`src/rtl/snake_pkg.sv`:
```
// Shared coordinate definitions for the snake game: field widths and pack/unpack helpers
// used by the segment buffer, controller and renderer.
package snake_pkg;

    localparam int unsigned X_W     = 6;
    localparam int unsigned Y_W     = 6;
    localparam int unsigned COORD_W = X_W + Y_W;

    typedef struct packed {
        logic [X_W-1:0] x;
        logic [Y_W-1:0] y;
    } coord_t;

    function automatic logic [COORD_W-1:0] pack_coord(input logic [X_W-1:0] x,
                                                      input logic [Y_W-1:0] y);
        coord_t c;
        c.x = x;
        c.y = y;
        return c;
    endfunction

    function automatic coord_t unpack_coord(input logic [COORD_W-1:0] v);
        return coord_t'(v);
    endfunction

endpackage

```
`src/rtl/seg_match_cmp.sv`:
```
// Any-match comparator: flags whether key equals any entry selected by mask.
module seg_match_cmp #(
    parameter int unsigned DataSize = 12,
    parameter int unsigned Depth    = 32
) (
    input  logic [Depth-1:0][DataSize-1:0] entries,
    input  logic [DataSize-1:0]            key,
    input  logic [Depth-1:0]               mask,
    output logic                           match_c
);

    always_comb begin
        match_c = 1'b0;
        for (int i = 0; i < int'(Depth); i++) begin
            if (mask[i] && (entries[i] == key)) begin
                match_c = 1'b1;
            end
        end
    end

endmodule

```
`src/rtl/snake_segment_buffer.sv`:
```
// Snake body storage: shift chain of coordinates (entry 0 = head) with growable length,
// random-access read port and registered self-collision flag.
module snake_segment_buffer
    import snake_pkg::*;
#(
    parameter int unsigned DataSize   = snake_pkg::COORD_W,
    parameter int unsigned Depth      = 32,
    parameter int unsigned InitLength = 3,
    localparam int unsigned LenWidth  = $clog2(Depth + 1),
    localparam int unsigned IdxWidth  = $clog2(Depth)
) (
    input  logic                clk,
    input  logic                rst_n,
    input  logic                init,
    input  logic [DataSize-1:0] init_data,
    input  logic                step,
    input  logic                grow,
    input  logic [DataSize-1:0] head_in,
    input  logic [IdxWidth-1:0] rd_idx,
    output logic [DataSize-1:0] rd_data,
    output logic                rd_valid,
    output logic [DataSize-1:0] head_q,
    output logic [DataSize-1:0] tail_q,
    output logic [LenWidth-1:0] length,
    output logic                full,
    output logic                hit
);

    logic [Depth-1:0][DataSize-1:0] entries;
    logic [LenWidth-1:0]            eff_len;
    logic [Depth-1:0]               cmp_mask;
    logic [IdxWidth-1:0]            tail_idx;
    logic                           can_grow;
    logic                           match_c;

    assign full     = (length == LenWidth'(Depth));
    assign can_grow = grow && !full;

    // The tail vacates its cell this move unless the snake grows into a free slot.
    assign eff_len = can_grow ? length : (length - LenWidth'(1));

    always_comb begin
        cmp_mask = '0;
        for (int i = 0; i < int'(Depth); i++) begin
            cmp_mask[i] = (LenWidth'(i) < eff_len);
        end
    end

    seg_match_cmp #(
        .DataSize (DataSize),
        .Depth    (Depth)
    ) u_match (
        .entries (entries),
        .key     (head_in),
        .mask    (cmp_mask),
        .match_c (match_c)
    );

    always_ff @(posedge clk or negedge rst_n) begin
        if (!rst_n) begin
            entries <= '0;
            length  <= '0;
            hit     <= 1'b0;
        end else if (init) begin
            for (int i = 0; i < int'(Depth); i++) begin
                entries[i] <= (i < int'(InitLength)) ? init_data : '0;
            end
            length <= LenWidth'(InitLength);
            hit    <= 1'b0;
        end else if (step) begin
            entries <= {entries[Depth-2:0], head_in};
            if (length == '0) begin
                length <= LenWidth'(1);
                hit    <= 1'b0;
            end else begin
                if (can_grow) begin
                    length <= length + LenWidth'(1);
                end
                hit <= match_c;
            end
        end
    end

    assign tail_idx = IdxWidth'(length - LenWidth'(1));
    assign head_q   = entries[0];
    assign tail_q   = (length == '0) ? '0 : entries[tail_idx];
    assign rd_data  = entries[rd_idx];
    assign rd_valid = (LenWidth'(rd_idx) < length);

endmodule

```
`config.mk`:
```
export PLATFORM = sky130hd
export DESIGN_NAME = snake_segment_buffer
export DESIGN_NICKNAME = d
export VERILOG_FILES = /design/src/rtl/snake_pkg.sv /design/src/rtl/seg_match_cmp.sv /design/src/rtl/snake_segment_buffer.sv
export SDC_FILE = /design/constraint.sdc
export NUM_CORES = 1
export LEC_CHECK = 0
export CORE_MARGIN = 10
export CORE_UTILIZATION = 50
export DETAILED_ROUTE_END_ITERATION = 7
export PLACE_DENSITY = 0.67
export SLEW_MARGIN = 20
export SYNTH_ARGS = -nofsm -noshare
export SYNTH_HDL_FRONTEND = slang
export SYNTH_HIERARCHICAL = 1
export SYNTH_SLANG_ARGS = --single-unit
```
`constraint.sdc`:
```
create_clock -name clk -period 4.2 [get_ports clk]
set_clock_uncertainty 0.2 [all_clocks]
set_input_delay 0.84 -clock clk [delete_from_list [all_inputs] [get_ports clk]]
set_output_delay 0.84 -clock clk [all_outputs]
set_load 0.02 [all_outputs]
```
# After elaboration in Yosys (flattened, before gate mapping)
# Index checks and enable logic that the tools add are counted.
# totals
reg_bits	391
in_bits	34
output_inout_bits	45
word_cells	189
# op_classes
add_sub_neg	2
magnitude_cmp	35
eq_ne	33
mux	47
n_reduce_logical	38
# op_table
op	n
two-way mux 384 bit	2
== test 12 bit	32
binary-select mux 12 bit (select 5 bit)	2
less-than comparator 5 x 6 -> 1 bit, first input constant	16
less-than comparator 4 x 6 -> 1 bit, first input constant	8
two-way mux 12 bit	3
two-way mux 1 bit	35
logical AND 1 bit	33
two-way mux 6 bit	5
less-than comparator 3 x 6 -> 1 bit, first input constant	4
less-than comparator 1 x 6 -> 1 bit, first input constant	2
less-than comparator 2 x 6 -> 1 bit, first input constant	2
less-than comparator 5 x 6 -> 1 bit, second input constant	2
adder 6 x 1 -> 6 bit, second input constant	1
== test 6 bit, second input constant	1
logical NOT 6 bit	1
less-than comparator 5 x 6 -> 1 bit	1
subtractor 6 x 1 -> 6 bit, second input constant	1
nonzero test 3 bit	1
AND reduction 2 bit	1
nonzero test 2 bit	1
logical NOT 1 bit	1

# Longest topological paths before layout
# Gate-level depths: netlist of run 1.
# logic_depth
depth_word	41
depth_mapped	18
depth_no_buf	14

# By module
# The synthesis of run 1 kept the hierarchy.
# by_module_without_submodules
module	n_inst	cells_each	area_per_inst_um2	seq_area_each_um2
snake_segment_buffer	1	1922	22963.3	9784.4
seg_match_cmp	1	581	4762.1	0.0

# Worst setup path after synthesis of run 1
# Ideal clock, no wire load.
# synth_path
kind	register to output
from	register length[0]
to	output port tail_q[10]
t_arrival_ns	2.895
path_slack_ns	0.265
path_stages_with_launch	13
n_path_buf	5
cell_sequence	dfrtp_1 -> buf_2 -> buf_2 -> inv_1 -> ha_1 -> buf_2 -> buf_2 -> buf_2 -> mux4_2 -> mux2i_1 -> nor3_1 -> nor2_1 -> o2111ai_1
# synth_via
elab_chain_len	4
elab_cells_between_ends	5
cone_classes	add/sub (1); mux (3); reduce/logical (1)
# synth_rtl
item	line_no	text
from (decl)	snake_segment_buffer.sv:24	output logic [LenWidth-1:0] length,
from (signal assigned)	snake_segment_buffer.sv:68	length <= LenWidth'(InitLength);
from (signal assigned)	snake_segment_buffer.sv:73	length <= LenWidth'(1);
from (signal assigned)	snake_segment_buffer.sv:77	length <= length + LenWidth'(1);
subtractor 6 x 1 -> 6 bit	snake_segment_buffer.sv:84	assign tail_idx = IdxWidth'(length - LenWidth'(1));
binary-select mux 12 bit (select 5 bit)	snake_segment_buffer.sv:86	assign tail_q = (length == '0) ? '0 : entries[tail_idx];
two-way mux 12 bit (implied by the code)	snake_segment_buffer.sv:86	
two-way mux 12 bit (*)	snake_segment_buffer.sv:86	
to (decl)	snake_segment_buffer.sv:23	output logic [DataSize-1:0] tail_q,
# Every way passes the cells marked *; elsewhere a longest branch is shown, timed or not. The select of a mux whose other input is x is not followed.

# Final worst setup path of run 1
# layout_path
from	register length[0]
to	output port tail_q[7]
# Same word-level chain as after synthesis.

==> run summary, run 1 <==
Final Non-Filler Cells: 3437
Yosys top cell area share: 0.353
Synth Flop Type: dfrtp_1
DP Worst Slack: -94.1 ps
num rows: 86
critical path's slowest cell: dfrtp_4
Iter 0 DRT Violations: 3370
Final period util: 0.992
Clock Path Buffers: 3
post-synthesis mux area share: 0.317
Clock Sink Count: 391
commonest non-fill, non-tap cell in the layout: nor2_1
Post-Synth XOR/XNOR Area: 0.123
total core area: 55000 um2
Worst Max-Slew Pin Slew: 1010 ps
max cap viols: 0
Post-Route WL: 115000 um
first-pass GRT wire length: 164000 um
Clock transition at path regs: 60 ps
power per cell area: 354 nW/um2
Boundary Pins: 79
drt wl/cell: 33.3 um
final critical-path required period: 4160 ps
flops & latches, synth: 391
synth unique cells: 58
startpoint types: flip-flop
setup ws final: 35.2 ps
DR DRC count: 0
CP peak stage delay: 480 ps
Inst Count DP: 3329
Pleak: 14.8 nW
relative slew slack: 0.329
CTS tree: done
final hold violations: 0
Peak Freq: 240 MHz
crit path cell chain: inv_1, ha_4, buf_12, buf_12, mux4_2, nor2_1, a221oi_2, buf_4, a21oi_1, o22ai_1, buf_2
Seq/Total Area, Yosys: 0.353
global routing's busiest layer: met2
Die Wd: 255 um
Synth area leaders: dfrtp_1 (35%), mux4_2 (16%), mux2i_1 (14%)
met2 Resource Use GR: 0.468
Synth Area in Simple Gates: 0.112
Power Total: 11.5 mW
Synth warnings: 6
CP endpoint kind: output port
setup tns final: 0 ps
Layout area overhead: 16.9%
DR vias: 23100
Mean Syn Cell Area: 11.1 um2
Worst EP required: 3160 ps
Port Buf Inserts: 78
most frequent cells in the layout: nor2_1 (415), dfrtp_1 (389), mux2i_1 (386)
Slew Viols, Final: 0
Peak VDD IR: 294 uV
clock root buffer: clkbuf_16
Synth Area in Compound Gates: 0.0405
Syn Nets: 2543
Netlist Area Pre-Place: 27700 um2
Worst Hold Class: primary input to asynchronous set/reset pin
met3 Usage GRT: 0.134
critical path's most frequent cell: buf_12
initial antenna violation count: 5
GR Layer Usage met1: 0.461
worst skew pair latency: 610 ps
NumNets Final: 2689
GR Overflow Total: 0
dpl hpwl: 83000 um
gp weighted congestion: 1.10
status: finished, final reports clean
Final ANT Viol Nets: 0
Post-Synth Adder-Cell Area: 0.00271
vias in the first global route: 22000
clock buffer count from CTS: 46
CP max FO: 11
CTS H-tree depth: 2
endpoints failing setup: 0
area leader, netlist: dfrtp_1
post-synthesis async set-or-reset flop share: 1.00
layout cells sized above 1: 0.229
critical path class: flip-flop to output port
die height: 255 um
RSZ-0062 raised after global routing: yes
Starting Density: 0.504
die area: 65300 um2
Syn Inst Count: 2503
Avg Vias per Cell: 6.73
largest net degree at the start of global routing: 155
First-pass DRT Iterations: 6
data arrival time of the worst path: 3120 ps
Hold Buf Count CTS: 0
all-layer global routing usage: 0.342
Post-synth EDFFs: 0
main combinational cell family by area after synthesis: multiplexers
-- per-stage QoR --
| step | utilization | hold WS [ps] | instance area [um2] |
|---|---|---|---|
| detailed placement | 0.552 | 394 | 30400 |
| global route | 0.589 | 188 | 32400 |
| global placement | 0.552 | 381 | 30400 |
| CTS | 0.587 | 167 | 32300 |
| finish | 0.589 | 136 | 32400 |
| floorplan | - | 337 | 27700 |
-- registers in the layout (all words and copies together), names as in the netlist --
| register | count |
|---|---|
| entries | 372 |
| head_q | 12 |
| length | 6 |
| hit | 1 |
-- path summary, 6_finish.rpt --
check	startpoint	endpoint	slack (ps)	depth (start not counted)
worst min register to register	entries[382]$_DFFE_PN0P_	entries[382]$_DFFE_PN0P_	410	2
min in group clk	entries[382]$_DFFE_PN0P_	entries[382]$_DFFE_PN0P_	410	2
max in group asynchronous	rst_n	entries[260]$_DFFE_PN0P_	2780	2
worst max-delay path	length[0]$_DFFE_PN0P_	tail_q[7]	40	11
worst min-delay path	rst_n	entries[123]$_DFFE_PN0P_	140	1
worst max register to register	length[0]$_DFFE_PN0P_	hit$_DFFE_PN0P_	240	17
-- cell usage after synthesis, types with 7 or more instances --
library cell  count
mux4_2          198
mux2i_1         388
inv_1            22
nor2_1          416
buf_1            52
dfrtp_1         391
xor2_1          257
nand3_1          47
xnor2_1         130
a221oi_1         11
o21ai_1           9
nor2b_1          53
mux4_1            7
nand2_1          29
buf_4            29
buf_2            34
nor4_1           69
buf_6            29
nand4_1          33
a211oi_1         38
a21oi_1          24
clkbuf_1         77
o22ai_1          27
o21ai_0          35
mux2_2           24
-- cells by family after synthesis --
logic type,count (synthesis)
flip-flops,391
buffers and inverters,253
XOR/XNOR,389
AND/OR/NAND/NOR,677
adder cells (fa/ha/maj),6
multiplexers,617
AO/OA/AOI/OAI,170
-- worst max-delay path: cells and delay by family, from the launching register on --
family                     cells  cell delay [ps]
buffers and inverters          5              850
DFF                            1              480
and+or+nand+nor                1               50
AOI/OAI and AO/OA              3              540
muxes                          1              320
adders and majority gates      1              270
-- cell type report --
| type | count | area [um2] |
|---|---|---|
| inverter | 23 | 86.3 |
| fill | 4592 | 22600 |
| tap | 748 | 936 |
| sequential | 391 | 9790 |
| multi-input combinational | 1859 | 16700 |
| clock inverter | 22 | 320 |
| clock buffer | 62 | 1340 |
| timing repair buffer | 328 | 3250 |
| antenna | 4 | 10.0 |
-- per-layer routing --
metal	share of wire	up-vias
li1	-	9284
met1	0.39	11700
met2	0.40	1799
met3	0.14	361
met4	0.059	6
met5	0.00032	-
-- what timing repair did --
action / 4_1_cts / 5_1_grt
pin swaps: 2 / 2
gates resized for setup: 67 / 27
buffers inserted: 7 / 9
setup endpoints to repair: 25 / 13
cloned: 4 / 1
-- where the power goes --
part	leakage, nW	switching (mW)	total, mW	internal (mW)
logic	8.63	1.78	3.06	1.28
registers	5.35	0.135	3.96	3.83
clock network	0.808	1.74	4.45	2.71
No activity file was read; power rests on OpenSTA's default activity.
==> run 2: changes to the inputs <==
- CAP_MARGIN: not set -> 20
- SYNTH_HIERARCHICAL: 1 -> not set
==> run summary, run 2 <==
Pleak: 14.1 nW (was 14.8 nW)
CTS H-tree depth: 2 (unchanged)
DR DRC count: 0 (unchanged)
CTS tree: done (unchanged)
Crit Reg-Reg Endpoint: hit$_DFFE_PN0P_ (unchanged)
CP max FO: 20 (was 11)
Inst Count DP: 3037 (was 3329)
Peak Freq: 233 MHz (was 240 MHz)
dpl hpwl: 72200 um (was 83000 um)
Post-Route WL: 101000 um (was 115000 um)
Avg Vias per Cell: 6.68 (was 6.73)
die height: 253 um (was 255 um)
status: complete, but fails checks (was finished, final reports clean)
worst skew pair latency: 600 ps (was 610 ps)
Peak VDD IR: 390 uV (was 294 uV)
Die Wd: 253 um (was 255 um)
GR Overflow Total: 0 (unchanged)
relative slew slack: 0.327 (was 0.329)
final hold violations: 0 (unchanged)
Syn Inst Count: 2354 (was 2503)
hold_sp: init
flops & latches, synth: 391 (unchanged)
Clock Path Buffers: 3 (unchanged)
Clock transition at path regs: 60 ps (about the same)
First-pass DRT Iterations: 5 (was 6)
power per cell area: 331 nW/um2 (was 354 nW/um2)
gp weighted congestion: 1.02 (was 1.10)
commonest non-fill, non-tap cell in the layout: nor2_1 (unchanged)
Post-Synth Adder-Cell Area: 0.00277 (was 0.00271)
initial antenna violation count: 6 (was 5)
post-synthesis async set-or-reset flop share: 1.00 (unchanged)
NumNets Final: 2448 (was 2689)
most common library cells after synthesis: nor2_1 (410), dfrtp_1 (391), mux2i_1 (371), xor2_1 (253), mux4_2 (240) (was nor2_1 (416), dfrtp_1 (391), mux2i_1 (388), xor2_1 (257), mux4_2 (198))
Largest Register: entries (unchanged)
final-layout fill cell count: 4454 (was 4592)
setup ws final: -97.2 ps (was 35.2 ps)
DR vias: 21000 (was 23100)
Worst EP required: 3160 ps (about the same)
Worst Max-Slew Pin Slew: 1010 ps (about the same)
Netlist Area Pre-Place: 27100 um2 (was 27700 um2)
worst reg-to-reg path cell count: 10 (was 17)
Reg-to-Reg Start: length[0]$_DFFE_PN0P_ (unchanged)
Hold Crit Depth: 2
multi-input logic area: 16400 um2 (was 16700 um2)
Layout area overhead: 14.1% (was 16.9%)
Final period util: 1.02 (was 0.992)
Yosys top cell area share: 0.362 (was 0.353)
synth unique cells: 65 (was 58)
Final Non-Filler Cells: 3139 (was 3437)
Synth Area in Simple Gates: 0.103 (was 0.112)
max cap viols: 0 (unchanged)
Boundary Pins: 79 (unchanged)
final critical-path required period: 4300 ps (was 4160 ps)
Largest register FFs: 372 (unchanged)
Iter 0 DRT Violations: 2490 (was 3370)
final core utilization: 0.575 (was 0.589)
Post-synth EDFFs: 0 (unchanged)
Port Buf Inserts: 78 (unchanged)
Starting Density: 0.504 (about the same)
register area: 9790 um2 (about the same)
DP Worst Slack: -127 ps (was -94.1 ps)
area leader, netlist: dfrtp_1 (unchanged)
data arrival time of the worst path: 3260 ps (was 3120 ps)
Slew Viols, Final: 0 (unchanged)
die area: 63800 um2 (was 65300 um2)
Syn Nets: 2394 (was 2543)
critical path class: flip-flop to output port (unchanged)
Mean Syn Cell Area: 11.5 um2 (was 11.1 um2)
Seq/Total Area, Yosys: 0.362 (was 0.353)
vias in the first global route: 20800 (was 22000)
CP startpoint: length[0]$_DFFE_PN0P_ (unchanged)
clock root buffer: clkbuf_16 (unchanged)
Synth warnings: 0 (was 6)
all-layer global routing usage: 0.315 (was 0.342)
most frequent cells in the layout: nor2_1 (409), dfrtp_1 (390), mux2i_1 (370) (was nor2_1 (415), dfrtp_1 (389), mux2i_1 (386))
setup tns final: -251 ps (was 0 ps)
endpoints failing setup: 5 (was 0)
Final ANT Viol Nets: 0 (unchanged)
layout cells sized above 1: 0.217 (was 0.229)
total core area: 53700 um2 (was 55000 um2)
main combinational cell family by area after synthesis: multiplexers (unchanged)
Antenna Cells: 0 (was 4)
drt wl/cell: 32.0 um (was 33.3 um)
Hold Path End: entries[290]$_DFFE_PN0P_
most common cell in the netlist: nor2_1 (unchanged)
num rows: 85 (was 86)
Clock Sink Count: 391 (unchanged)
RSZ-0062 raised after global routing: yes (unchanged)
post-synthesis mux area share: 0.342 (was 0.317)
Synth Flop Type: dfrtp_1 (unchanged)
failing checks: negative setup slack
clock buffer count from CTS: 46 (unchanged)
Synth area leaders: dfrtp_1 (36%), mux4_2 (20%), mux2i_1 (14%) (was dfrtp_1 (35%), mux4_2 (16%), mux2i_1 (14%))
reg2reg setup slack: 490 ps (was 240 ps)
Post-Synth XOR/XNOR Area: 0.127 (was 0.123)
largest net degree at the start of global routing: 159 (was 155)
Worst Hold Class: primary input to flip-flop (was primary input to asynchronous set/reset pin)
first-pass GRT wire length: 147000 um (was 164000 um)
startpoint types: flip-flop (unchanged)
Synth Area in Compound Gates: 0.0274 (was 0.0405)
CP endpoint kind: output port (unchanged)
-- run 2: worst max-delay path by stage --
stage	cells after the start	slack (ps)	end
after floorplan	7	60	rd_data[10]
after global placement	6	-70	rd_data[11]
after detailed placement	6	-130	rd_data[1]
after CTS	10	-80	tail_q[10]
after global routing	8	-120	tail_q[10]
final	8	-100	tail_q[10]
-- run 2: final cells by class --
class / count / area share
Clock buffer: 66 / 0.0436
Clock inverter: 17 / 0.00802
Inverter: 7 / 0.000932
Multi-Input combinational cell: 1737 / 0.530
Sequential cell: 391 / 0.317
Tap cell: 696 / 0.0282
Timing Repair Buffer: 225 / 0.0726
-- run 2: repair_timing --
item                                    CTS  global route
gates cloned                              5             0
endpoints found under the hold margin    35             0
endpoints found under the setup margin   23            12
hold buffers                              1             0
pin swaps                                 1             1
buffers inserted                         12             2
resized for setup                        78            12
-- run 2: routing by layer --
layer	track usage	share of wire	vias up
li1	-	-	8624
met1	0.405	0.38	10800
met2	0.487	0.46	1278
met3	0.0583	0.085	283
met4	0.196	0.069	6
met5	0	0.00041	-
-- run 2: worst max-delay path, stage by stage (launching register included) --
cell and delay (ps):
dfrtp_4 480, buf_4 220, buf_16 220, mux4_2 570, mux4_2 560, mux2i_1 160
buf_4 180, nor2_1 50, buf_4 190
-- run 2: cell families (layout without fill, tap and decap cells) --
kind of cell             Yosys count  in the layout
AND/OR/NAND/NOR                  614            614
adder cells (fa/ha/maj)            6              6
AO/OA/AOI/OAI                    103            103
XOR/XNOR                         390            390
flip-flops                       391            391
multiplexers                     624            624
buffers and inverters            226            315
-- run 2: metrics by stage --
step	power [mW]	hold WS, ps	area [um2]
after floorplan	5.08	341	27100
after global placement	5.85	373	29000
after detailed placement	5.86	385	29000
after CTS	10.3	370	30900
after global routing	10.5	380	30900
final	10.2	376	30900
-- run 2: power breakdown --
| group | internal, mW | switching, mW | total [mW] | leakage, nW |
|---|---|---|---|---|
| Clock | 2.59 | 1.71 | 4.30 | 0.783 |
| Combinational | 0.831 | 1.14 | 1.97 | 7.93 |
| Sequential | 3.82 | 0.131 | 3.95 | 5.35 |
